`src/rtl/timer_pkg.sv`:
```
// Shared definitions for the memory-mapped interval timer: register
// offsets, TCON bit positions and the register-select encoding.
package timer_pkg;

    localparam logic [31:0] OFF_TH   = 32'd0;
    localparam logic [31:0] OFF_TL   = 32'd4;
    localparam logic [31:0] OFF_TCON = 32'd8;

    localparam int unsigned TCON_EN = 0;
    localparam int unsigned TCON_IE = 1;
    localparam int unsigned TCON_ST = 2;

    typedef enum logic [1:0] {
        SEL_TH   = 2'd0,
        SEL_TL   = 2'd1,
        SEL_TCON = 2'd2,
        SEL_NONE = 2'd3
    } reg_sel_e;

    // Map a word-aligned byte address onto one of the timer registers.
    function automatic reg_sel_e decode_sel(input logic [31:0] word_addr,
                                            input logic [31:0] base);
        reg_sel_e sel;
        if (word_addr == base + OFF_TH) begin
            sel = SEL_TH;
        end else if (word_addr == base + OFF_TL) begin
            sel = SEL_TL;
        end else if (word_addr == base + OFF_TCON) begin
            sel = SEL_TCON;
        end else begin
            sel = SEL_NONE;
        end
        return sel;
    endfunction

endpackage

```
`src/rtl/irq_timer_tick_gen.sv`:
```
// Prescaler: produces a one-cycle tick every PRESCALE enabled clocks.
// The count is held at zero while disabled so a re-enable always starts a
// full period. With PRESCALE=1 the counter stays at zero and reduces to a
// constant, making tick follow en directly.
module tick_gen #(
    parameter int unsigned PRESCALE = 1
) (
    input  logic clk,
    input  logic reset,
    input  logic en,
    output logic tick
);

    localparam int unsigned CW = (PRESCALE > 1) ? $clog2(PRESCALE) : 1;
    localparam logic [CW-1:0] LAST = CW'(PRESCALE - 1);

    logic [CW-1:0] cnt_q;
    logic [CW-1:0] cnt_d;

    // Next prescale count: cleared when disabled or on wrap.
    always_comb begin
        cnt_d = cnt_q;
        if (!en) begin
            cnt_d = '0;
        end else if (cnt_q == LAST) begin
            cnt_d = '0;
        end else begin
            cnt_d = cnt_q + CW'(1);
        end
    end

    // Prescale counter register with synchronous reset.
    always_ff @(posedge clk) begin
        if (reset) begin
            cnt_q <= '0;
        end else begin
            cnt_q <= cnt_d;
        end
    end

    assign tick = en && (cnt_q == LAST);

endmodule

```
`src/rtl/irq_timer.sv`:
```
// Memory-mapped interval timer on the data-memory bus. TH holds the reload
// value, TL is the up-counter and TCON holds enable / interrupt-enable /
// sticky status. irq is a level derived only from registered TCON bits.
module irq_timer
    import timer_pkg::*;
#(
    parameter logic [31:0] BASE_ADDR = 32'h4000_0000,
    parameter int unsigned PRESCALE  = 1
) (
    input  logic        clk,
    input  logic        reset,
    input  logic [31:0] mem_addr,
    input  logic [31:0] mem_wdata,
    input  logic        mem_write,
    input  logic        mem_read,
    output logic [31:0] mem_rdata,
    output logic        hit,
    output logic        irq
);

    logic [31:0] th_q, th_d;
    logic [31:0] tl_q, tl_d;
    logic [2:0]  tcon_q, tcon_d;

    logic [31:0] word_addr_s;
    reg_sel_e    sel_s;
    logic        wr_th_s, wr_tl_s, wr_tcon_s;
    logic        en_next_s;
    logic        tick_s;
    logic        overflow_s;

    assign word_addr_s = mem_addr & 32'hFFFF_FFFC;

    // Address decode and per-register write strobes.
    always_comb begin
        sel_s     = decode_sel(word_addr_s, BASE_ADDR);
        hit       = (sel_s != SEL_NONE);
        wr_th_s   = mem_write && (sel_s == SEL_TH);
        wr_tl_s   = mem_write && (sel_s == SEL_TL);
        wr_tcon_s = mem_write && (sel_s == SEL_TCON);
    end

    // A same-cycle TCON write decides whether this edge may tick, so a
    // clear of the enable suppresses the tick it coincides with.
    assign en_next_s = wr_tcon_s ? mem_wdata[TCON_EN] : tcon_q[TCON_EN];

    tick_gen #(
        .PRESCALE (PRESCALE)
    ) u_tick_gen (
        .clk   (clk),
        .reset (reset),
        .en    (en_next_s),
        .tick  (tick_s)
    );

    // A software write to TL takes priority, so it also cancels an overflow.
    assign overflow_s = tick_s && !wr_tl_s && (tl_q == 32'hFFFF_FFFF);

    // Next-state for TH, TL and TCON including simultaneous-event priority.
    always_comb begin
        th_d   = th_q;
        tl_d   = tl_q;
        tcon_d = tcon_q;

        if (wr_th_s) begin
            th_d = mem_wdata;
        end else begin
            th_d = th_q;
        end

        // Reload uses th_q, i.e. the old TH even if TH is written this cycle.
        if (wr_tl_s) begin
            tl_d = mem_wdata;
        end else if (overflow_s) begin
            tl_d = th_q;
        end else if (tick_s) begin
            tl_d = tl_q + 32'd1;
        end else begin
            tl_d = tl_q;
        end

        if (wr_tcon_s) begin
            tcon_d = mem_wdata[2:0];
        end else begin
            tcon_d = tcon_q;
        end

        // Status set beats a software clear on the same edge.
        if (overflow_s && tcon_q[TCON_IE]) begin
            tcon_d[TCON_ST] = 1'b1;
        end else begin
            tcon_d[TCON_ST] = tcon_d[TCON_ST];
        end
    end

    // Timer register file with synchronous reset.
    always_ff @(posedge clk) begin
        if (reset) begin
            th_q   <= 32'd0;
            tl_q   <= 32'd0;
            tcon_q <= 3'd0;
        end else begin
            th_q   <= th_d;
            tl_q   <= tl_d;
            tcon_q <= tcon_d;
        end
    end

    // Zero-wait-state read mux; drives zero unless a read hits the timer.
    always_comb begin
        mem_rdata = 32'd0;
        if (mem_read) begin
            case (sel_s)
                SEL_TH:   mem_rdata = th_q;
                SEL_TL:   mem_rdata = tl_q;
                SEL_TCON: mem_rdata = {29'd0, tcon_q};
                default:  mem_rdata = 32'd0;
            endcase
        end else begin
            mem_rdata = 32'd0;
        end
    end

    assign irq = tcon_q[TCON_ST] & tcon_q[TCON_IE];

endmodule

```
`config.mk`:
```
export PLATFORM = sky130hd
export DESIGN_NAME = irq_timer
export DESIGN_NICKNAME = d
export VERILOG_FILES = /design/src/rtl/timer_pkg.sv /design/src/rtl/irq_timer_tick_gen.sv /design/src/rtl/irq_timer.sv
export SDC_FILE = /design/constraint.sdc
export NUM_CORES = 1
export LEC_CHECK = 0
export ABC_CLOCK_PERIOD_IN_PS = 4250
export BUFFER_PORTS_ARGS = -buffer_cell sky130_fd_sc_hd__buf_2
export CAP_MARGIN = 5
export CORE_MARGIN = 3
export CORE_UTILIZATION = 42
export CTS_CLUSTER_SIZE = 24
export DETAILED_ROUTE_END_ITERATION = 10
export GPL_TIMING_DRIVEN = 1
export PLACE_DENSITY = 0.66
export SKIP_LAST_GASP = 1
export SYNTH_ARGS = -nofsm -noshare
export SYNTH_HDL_FRONTEND = slang
export SYNTH_SLANG_ARGS = --single-unit
```
`constraint.sdc`:
```
create_clock -name clk -period 4.25 [get_ports clk]
set_input_delay 0.85 -clock clk [delete_from_list [all_inputs] [get_ports clk]]
set_output_delay 0.85 -clock clk [all_outputs]
set_load 0.05 [all_outputs]
```
Word-level counts from Yosys, hierarchy flattened. Index checks and enable logic that the tools add are counted.

Register bits after elaboration: 68.

Bitwise logic cells: 3. Multiplexer cells: 11. Equal/unequal tests: 7. Reduce and logical (&&, ||, !) cells: 12. Add/subtract/negate cells: 2.

Operators by type and width (number): two-way mux 32 bit (4); case mux 32 bit (3 select lines) (1); == test 30 x 29 -> 1 bit, second input constant (3); adder 32 x 1 -> 32 bit, second input constant (1); == test 32 bit, second input constant (1); logical AND 1 bit (7); two-way mux 2 bit (2); two-way mux 1 bit (3); two-way mux 3 bit (1); nonzero test 3 bit (1); OR reduction 3 bit (1); == test 2 x 1 -> 1 bit, second input constant (1); == test 2 bit, second input constant (1); zero test 2 bit (1); != test 2 bit, second input constant (1); inverter 1 bit (2); nonzero test 2 bit (1); adder 1 bit, second input constant (1); bitwise AND 1 bit (1); zero test 1 bit (1).

Depth between registers and ports, before layout. Gate-level depths: netlist of run 1.

Depth after elaboration: 12. Gate-level depth with buffers: 9.

By module. Synthesis of run 1 repeated with hierarchy kept, for this count alone.

Cell total of the unflattened synthesis: 570. Area, all modules: 4210.3 µm².

Modules (own cells, without submodules): irq_timer (area each 4172.8 µm², cells each 567, sequential area each 1341.3 µm², times used 1); tick_gen (area each 37.5 µm², cells each 3, sequential area each 20.0 µm², times used 1).

Worst setup path before layout of run 1. OpenSTA, ideal clock, no wires.

Kind: input to output. Start: input port mem_addr[7]. End: output port mem_rdata[10]. Stages on the path: 8. Data required time: 3.400 ns. Arrival time: 4.111 ns. Slack: -0.711 ns. Path through: or4_1 > or4_4 > buf_2 > nor2b_1 > nor2_1 > nand2_1 > clkbuf_1 > nor2_1.

Word-level cells in the longest chain between the ends: 7. Elaborated cells on any way between the ends: 11. Those cells by class: 5 x eq/ne; 5 x mux; 1 x reduce/logical.

Ends and longest elaborated chain: start: declaration (line irq_timer.sv:12) `input logic [31:0] mem_addr,`; == test 30 x 29 -> 1 bit (line timer_pkg.sv:28) `end else if (word_addr == base + OFF_TCON) begin`; two-way mux 1 bit (line timer_pkg.sv:28); two-way mux 2 bit (line timer_pkg.sv:26) `end else if (word_addr == base + OFF_TL) begin`; two-way mux 2 bit * (line timer_pkg.sv:24) `if (word_addr == base + OFF_TH) begin`; == test 2 bit, or another cell as far along (line irq_timer.sv:113) `case (sel_s)`; case mux 32 bit (3 select lines) * (line irq_timer.sv:113); two-way mux 32 bit * (line irq_timer.sv:112) `if (mem_read) begin`; end: declaration (line irq_timer.sv:16) `output logic [31:0] mem_rdata,`.

Every way passes the cells marked *; elsewhere a longest branch is shown, timed or not.

Worst setup path after layout of run 1.
Start: input port mem_addr[7]. End: output port mem_rdata[20].

The elaborated chain is that of the path after synthesis.

==> impl_metrics.json, run 1 <==
{
  "tightest_slew_ns": 0.919,
  "gr-total-overflow": 0,
  "max_freq_ghz": 0.244,
  "vias": 4549,
  "die_area_um2": 10800,
  "wl_per_cell_um": 17.4,
  "final_util_pct": 55.6,
  "hold_buffers": 0,
  "place_ws_ns": 0.155,
  "seq_area_frac_synth_pct": 33.7,
  "yosys.area_share.simple_pct": 27.5,
  "arrival_ns": 3.25,
  "root_buffer": "clkbuf_8",
  "dr.pass1.iters": 6,
  "clkTransAtPathRegs_ns": 0.07,
  "path_cells": "buf_2 -> or4_1 -> or4_4 -> buf_4 -> nor3_2 -> buf_4 -> a22oi_1 -> nor2_4 -> buf_2",
  "hpwl_um": 9200,
  "max-cap-violations": 0,
  "nets": 700,
  "grt_first_pass_wirelength_um": 21900,
  "rsz0062_at_grt": "no",
  "drt_iter0_markers": 344,
  "hold_violations": 0,
  "synth_compound_area_share_pct": 26.4,
  "syn_area_um2": 4040,
  "path_buf_inv": 4,
  "synth_xor_area_share_pct": 4.56,
  "ys.flop_type": "dfxtp_1",
  "crit_family": "simple AND/OR/NAND/NOR gates",
  "total_power_w": 0.00129,
  "ant_nets": 0,
  "path_max_fanout": 12,
  "skew_ns": 0.00965,
  "antenna_found_initial": 0,
  "insertion_delay_ns": 0.34,
  "finalCriticalPeriod_ns": 4.10,
  "syn_area_per_cell_um2": 7.41,
  "syn_to_final_growth_pct": 27.9,
  "finalSetupTns_ns": 0,
  "gp_congestion": 0.840,
  "synthMuxAreaShare_pct": 1.80,
  "fp-row-count": 35,
  "routed_wl_um": 13300,
  "cp_slowest_stage_delay_ns": 0.56,
  "cp.required_ns": 3.40,
  "n_antenna_cell": 0,
  "cts-resized-gates": 0,
  "synth_top_family_by_area": "simple AND/OR/NAND/NOR gates",
  "status": "completed",
  "setup_viol": 0,
  "io_pins": 102,
  "criticalPathCategory": "input port to output pin",
  "syn-instance-count": 545,
  "synth_seq_cells": 68,
  "grt_use_total_pct": 24.2,
  "setup_ws_ns": 0.149,
  "clock_path_buffers": 2,
  "slew_viol_final": 0,
  "end_kind": "output pin",
  "synth.distinct_cells": 48,
  "final_cell_area_um2": 5160,
  "total_leakage_power_nw": 1.78,
  "drive_gt1_share_pct": 27.5,
  "postCtsSetupRepairBufs": 0,
  "post-route-drc-count": 0,
  "worst_setup_path_start_kind": "input port",
  "die_w_um": 104,
  "hold_class": "register to register",
  "mostFrequentLayoutCells": "99 x buf_2, 88 x nand2_1, 68 x dfxtp_1, 53 x a22oi_1, 51 x a21oi_1",
  "cts_sinks": 68,
  "slew_headroom_pct": 38.2,
  "design.core.area_um2": 9280,
  "ir_drop_mv": 0.135,
  "layout_commonest_cell": "buf_2",
  "cts_tree": "yes",
  "dieHeight_um": 104,
  "grt_pass1_vias": 4377,
  "async_flop_share_pct": 0,
  "synth_warnings": 0,
  "cts_max_level": 3,
  "p_per_area_nw_per_um2": 250,
  "cts_buffers": 9,
  "port-buffer-count": 99,
  "period_share_pct": 96.5,
  "cp_slowest_cell": "or4_4",
  "place_area_um2": 4950,
  "synthAdderAreaFrac_pct": 0.310,
  "syn_nets": 614,
  "initial_core_util_pct": 43.5,
  "grt_start_max_net_pins": 35,
  "vias_per_cell": 5.95,
  "synth_edf_count": 0
}
## synth_stat cells (all sizes together), types with 2 or more instances
| cell | number | share of area, % |
|---|---|---|
| a21o | 3 | 0.56 |
| a21oi | 51 | 6.3 |
| a222oi | 10 | 2.5 |
| a22oi | 53 | 9.9 |
| a41o | 2 | 0.50 |
| and2 | 8 | 1.2 |
| and3 | 7 | 1.1 |
| and4 | 4 | 0.87 |
| buf | 11 | 1.5 |
| clkbuf | 36 | 3.3 |
| dfxtp | 68 | 34 |
| inv | 8 | 0.74 |
| mux2 | 2 | 0.56 |
| mux2i | 5 | 1.2 |
| nand2 | 89 | 8.3 |
| nand3 | 15 | 1.9 |
| nand4 | 13 | 2.0 |
| nor2 | 62 | 5.8 |
| nor2b | 2 | 0.31 |
| nor3 | 7 | 0.87 |
| nor4 | 12 | 2.0 |
| o2111a | 2 | 0.56 |
| o211ai | 11 | 2.0 |
| o21ai | 9 | 1.1 |
| o22ai | 4 | 0.62 |
| o32ai | 6 | 1.3 |
| or3 | 4 | 0.62 |
| or4 | 7 | 1.4 |
| xnor2 | 17 | 3.7 |
| xor2 | 4 | 0.87 |
## final cells by class
cell class	instances	area, um^2
Clock inverter	4	72.6
Timing Repair Buffer	122	693
Multi-Input combinational cell	422	2700
Inverter	8	30.0
Fill cell	925	4120
Clock buffer	12	145
Sequential cell	68	1360
Tap cell	129	161
## report_power, final
| group | leakage [nW] | internal, W | total, W | switching [W] |
|---|---|---|---|---|
| Combinational | 1.13 | 0.0000253 | 0.0000558 | 0.0000305 |
| Sequential | 0.548 | 0.000637 | 0.000637 | 0.000000298 |
| Clock | 0.107 | 0.000346 | 0.000599 | 0.000252 |
| Total | 1.78 | 0.00101 | 0.00129 | 0.000283 |
## worst min-delay path: cells and delay by family, from the launching register on
kind / cells / cell delay (ns)
simple gates: 1 / 0.05
flops: 1 / 0.32
compound gates: 1 / 0.05
## state kept, by name (all words and copies together) (netlist names)
signal / cells
tcon_q: 3
th_q: 32
u_tick_gen.cnt_q: 1
tl_q: 32
## metal layers
layer | part of all wire [%] | GRT usage (%)
met5 | 0 | 0
met4 | 1.6 | 7.88
met3 | 6.7 | 3.29
met2 | 49 | 41.4
met1 | 42 | 31.4
## stage by stage
| stage | hold slack, ns | cells |
|---|---|---|
| after floorplan | 0.444 | 545 |
| after global placement | 0.456 | 749 |
| after detailed placement | 0.460 | 749 |
| after CTS | 0.474 | 765 |
| after global routing | 0.500 | 765 |
| final | 0.472 | 765 |
## kinds of logic after synthesis
family,Yosys count
mux,7
other cells,1
compound gates,156
simple gates,236
buf+inv,55
xor+xnor,21
fa+ha+maj,1
flops,68
## final timing paths
path | depth (start not counted) | from | slack, ns | end
hold / removal | 2 | th_q[14] | 0.47 | th_q[14]
hold reg to reg | 2 | th_q[14] | 0.47 | th_q[14]
setup reg to reg | 5 | tl_q[12] | 1.15 | tl_q[23]
setup / recovery | 9 | mem_addr[7] | 0.15 | mem_rdata[20]
Power figures use the tool's default switching activity.
==> run 2, diff against run 1 <==
- SETUP_SLACK_MARGIN: default -> 0.3
==> run 2 against run 1 <==
- global-route usage shrank 0.36 points
- total power shrank 0.56%
- combinational power grew 1%
- register-to-register slack gained 0.06 ns
- worst setup slack gained 0.21 ns
- highest routed layer unchanged
- clock-buffer cell count grew 1
- critical path type unchanged
- maximum frequency grew 5.4%
- wire length grew 3.1%
==> impl_metrics.json, run 2 (synthesis results as in run 1) <==
{
  "post-route-drc-count": 0,
  "rsz0062_at_grt": "no",
  "criticalPathCategory": "input port to output pin",
  "slew_headroom_pct": 40.5,
  "die_area_um2": 10800,
  "place_area_um2": 4940,
  "cp_num_cells": 10,
  "cts_tree": "yes",
  "design.core.area_um2": 9280,
  "initial_core_util_pct": 43.5,
  "total_leakage_power_nw": 1.84,
  "worstReg2RegEnd": "tl_q[29]",
  "path_max_fanout": 8,
  "period_share_pct": 91.6,
  "clkTransAtPathRegs_ns": 0.07,
  "crit_end": "mem_rdata[26]",
  "grt_first_pass_wirelength_um": 21600,
  "p_per_area_nw_per_um2": 235,
  "startpoint": "mem_addr[11]",
  "vias_per_cell": 5.93,
  "finalSetupTns_ns": 0,
  "cts_sinks": 68,
  "hpwl_um": 8560,
  "skew_ns": 0.00786,
  "grt_pass1_vias": 4368,
  "clock_path_buffers": 2,
  "hold_class": "register to register",
  "grt_start_max_net_pins": 43,
  "fillerInstances": 915,
  "nets": 701,
  "arrival_ns": 3.04,
  "max-cap-violations": 0,
  "worst_setup_path_start_kind": "input port",
  "setup_viol": 0,
  "path_buf_inv": 4,
  "mostFrequentLayoutCells": "88 x nand2_1, 68 x dfxtp_1, 67 x buf_2, 51 x a21oi_1, 44 x a22oi_1",
  "antenna_found_initial": 0,
  "drt_iter0_markers": 365,
  "syn_to_final_growth_pct": 35.6,
  "ir_drop_mv": 0.163,
  "hold_violations": 0,
  "root_buffer": "clkbuf_8",
  "drive_gt1_share_pct": 30.3,
  "dr.pass1.iters": 6,
  "grt_use_total_pct": 23.8,
  "layout_commonest_cell": "nand2_1",
  "final_cell_area_um2": 5470,
  "path_cells": "buf_2 -> or4_4 -> or4_4 -> buf_8 -> nor2b_4 -> nor2_4 -> nand2_4 -> clkbuf_16 -> nor2_4 -> buf_4",
  "end_kind": "output pin",
  "routed_wl_um": 13700,
  "fp-row-count": 35,
  "port-buffer-count": 99,
  "tightest_slew_ns": 0.884,
  "insertion_delay_ns": 0.35,
  "gp_congestion": 0.892,
  "die_w_um": 104,
  "r2r_start": "tl_q[13]",
  "cp_slowest_cell": "or4_4",
  "biggestRegsByFlops": "th_q (32), tl_q (32), tcon_q (3)",
  "finalCriticalPeriod_ns": 3.89,
  "ant_nets": 0,
  "n_antenna_cell": 0,
  "max_freq_ghz": 0.257,
  "slew_viol_final": 0,
  "wl_per_cell_um": 17.9,
  "regToRegSetupSlack_ns": 1.21,
  "vias": 4543,
  "gr-total-overflow": 0,
  "io_pins": 102,
  "cp_slowest_stage_delay_ns": 0.56,
  "cts_buffers": 9,
  "status": "completed",
  "dieHeight_um": 104,
  "cp.required_ns": 3.40,
  "crit_family": "simple AND/OR/NAND/NOR gates",
  "cts_max_level": 3,
  "worstRegToRegCells": 7
}
## run 2: changes by cell type in the layout (fill, tap and decap cells not counted), moves of 3 or more
| cell | delta |
|---|---|
| a22oi_1 | -9 |
| a22oi_2 | +9 |
| buf_2 | -32 |
| buf_4 | +10 |
| buf_6 | +18 |
| clkbuf_8 | +3 |
## run 2: worst min path at each step
stage	start	to	slack, ns	cells past startpoint
after floorplan	th_q[10]	th_q[10]	0.44	2
after global placement	th_q[10]	th_q[10]	0.45	2
after detailed placement	th_q[18]	th_q[18]	0.46	2
after CTS	th_q[29]	th_q[29]	0.48	2
after global routing	th_q[29]	th_q[29]	0.50	2
final	th_q[29]	th_q[29]	0.48	2
## run 2: per-stage QoR
step / std cells / setup WS (ns) / hold slack [ns] / power (W) / utilization (%)
floorplan: 545 / 0.218 / 0.444 / 0.000666 / -
global placement: 744 / 0.214 / 0.452 / 0.000706 / 53.2
detailed placement: 744 / 0.209 / 0.463 / 0.000708 / 53.2
CTS: 760 / 0.256 / 0.475 / 0.00129 / 56.8
global route: 766 / 0.295 / 0.501 / 0.00133 / 59.0
finish: 766 / 0.358 / 0.475 / 0.00128 / 59.0
## run 2: what timing repair did
action | 4_1_cts | 5_1_grt
pin swaps | 1 | 5
setup endpoints to repair | 32 | 32
gates cloned | 0 | 3
hold buffers | 0 | 0
gates resized for setup | 37 | 31
setup buffers | 0 | 3
## run 2: area by class of cell
class                           instances  area (um^2)  share of cell area, %
Sequential cell                        68         1360                   24.9
Tap cell                              129          161                   2.95
Multi-Input combinational cell        422         2780                   50.8
Inverter                                8         30.0                  0.549
Clock buffer                           13          179                   3.27
Clock inverter                          3         42.5                  0.777
Timing Repair Buffer                  123          918                   16.8
## run 2: worst register-to-register path, delay by kind of cell, from the launching register on
| kind | cells | cell delay [ns] |
|---|---|---|
| AOI/OAI and AO/OA | 2 | 0.23 |
| buffers and inverters | 1 | 0.35 |
| DFF | 1 | 0.51 |
| and+or+nand+nor | 4 | 1.80 |
## run 2: report_power, final
part	switching [W]	total, W	leakage (nW)	internal [W]
Combinational	0.0000306	0.0000564	1.18	0.0000258
Sequential	0.000000322	0.000637	0.548	0.000637
Clock	0.000256	0.000591	0.112	0.000334
## run 2: metal layers
| metal | vias to the layer above | wire length (um) | global-route usage, % |
|---|---|---|---|
| met2 | 194 | 6710 | 41.6 |
| met4 | 0 | 171 | 5.98 |
| met1 | 2156 | 5830 | 30.4 |
| met3 | 20 | 987 | 4.16 |
| met5 | - | 0 | 0 |
| li1 | 2173 | - | - |
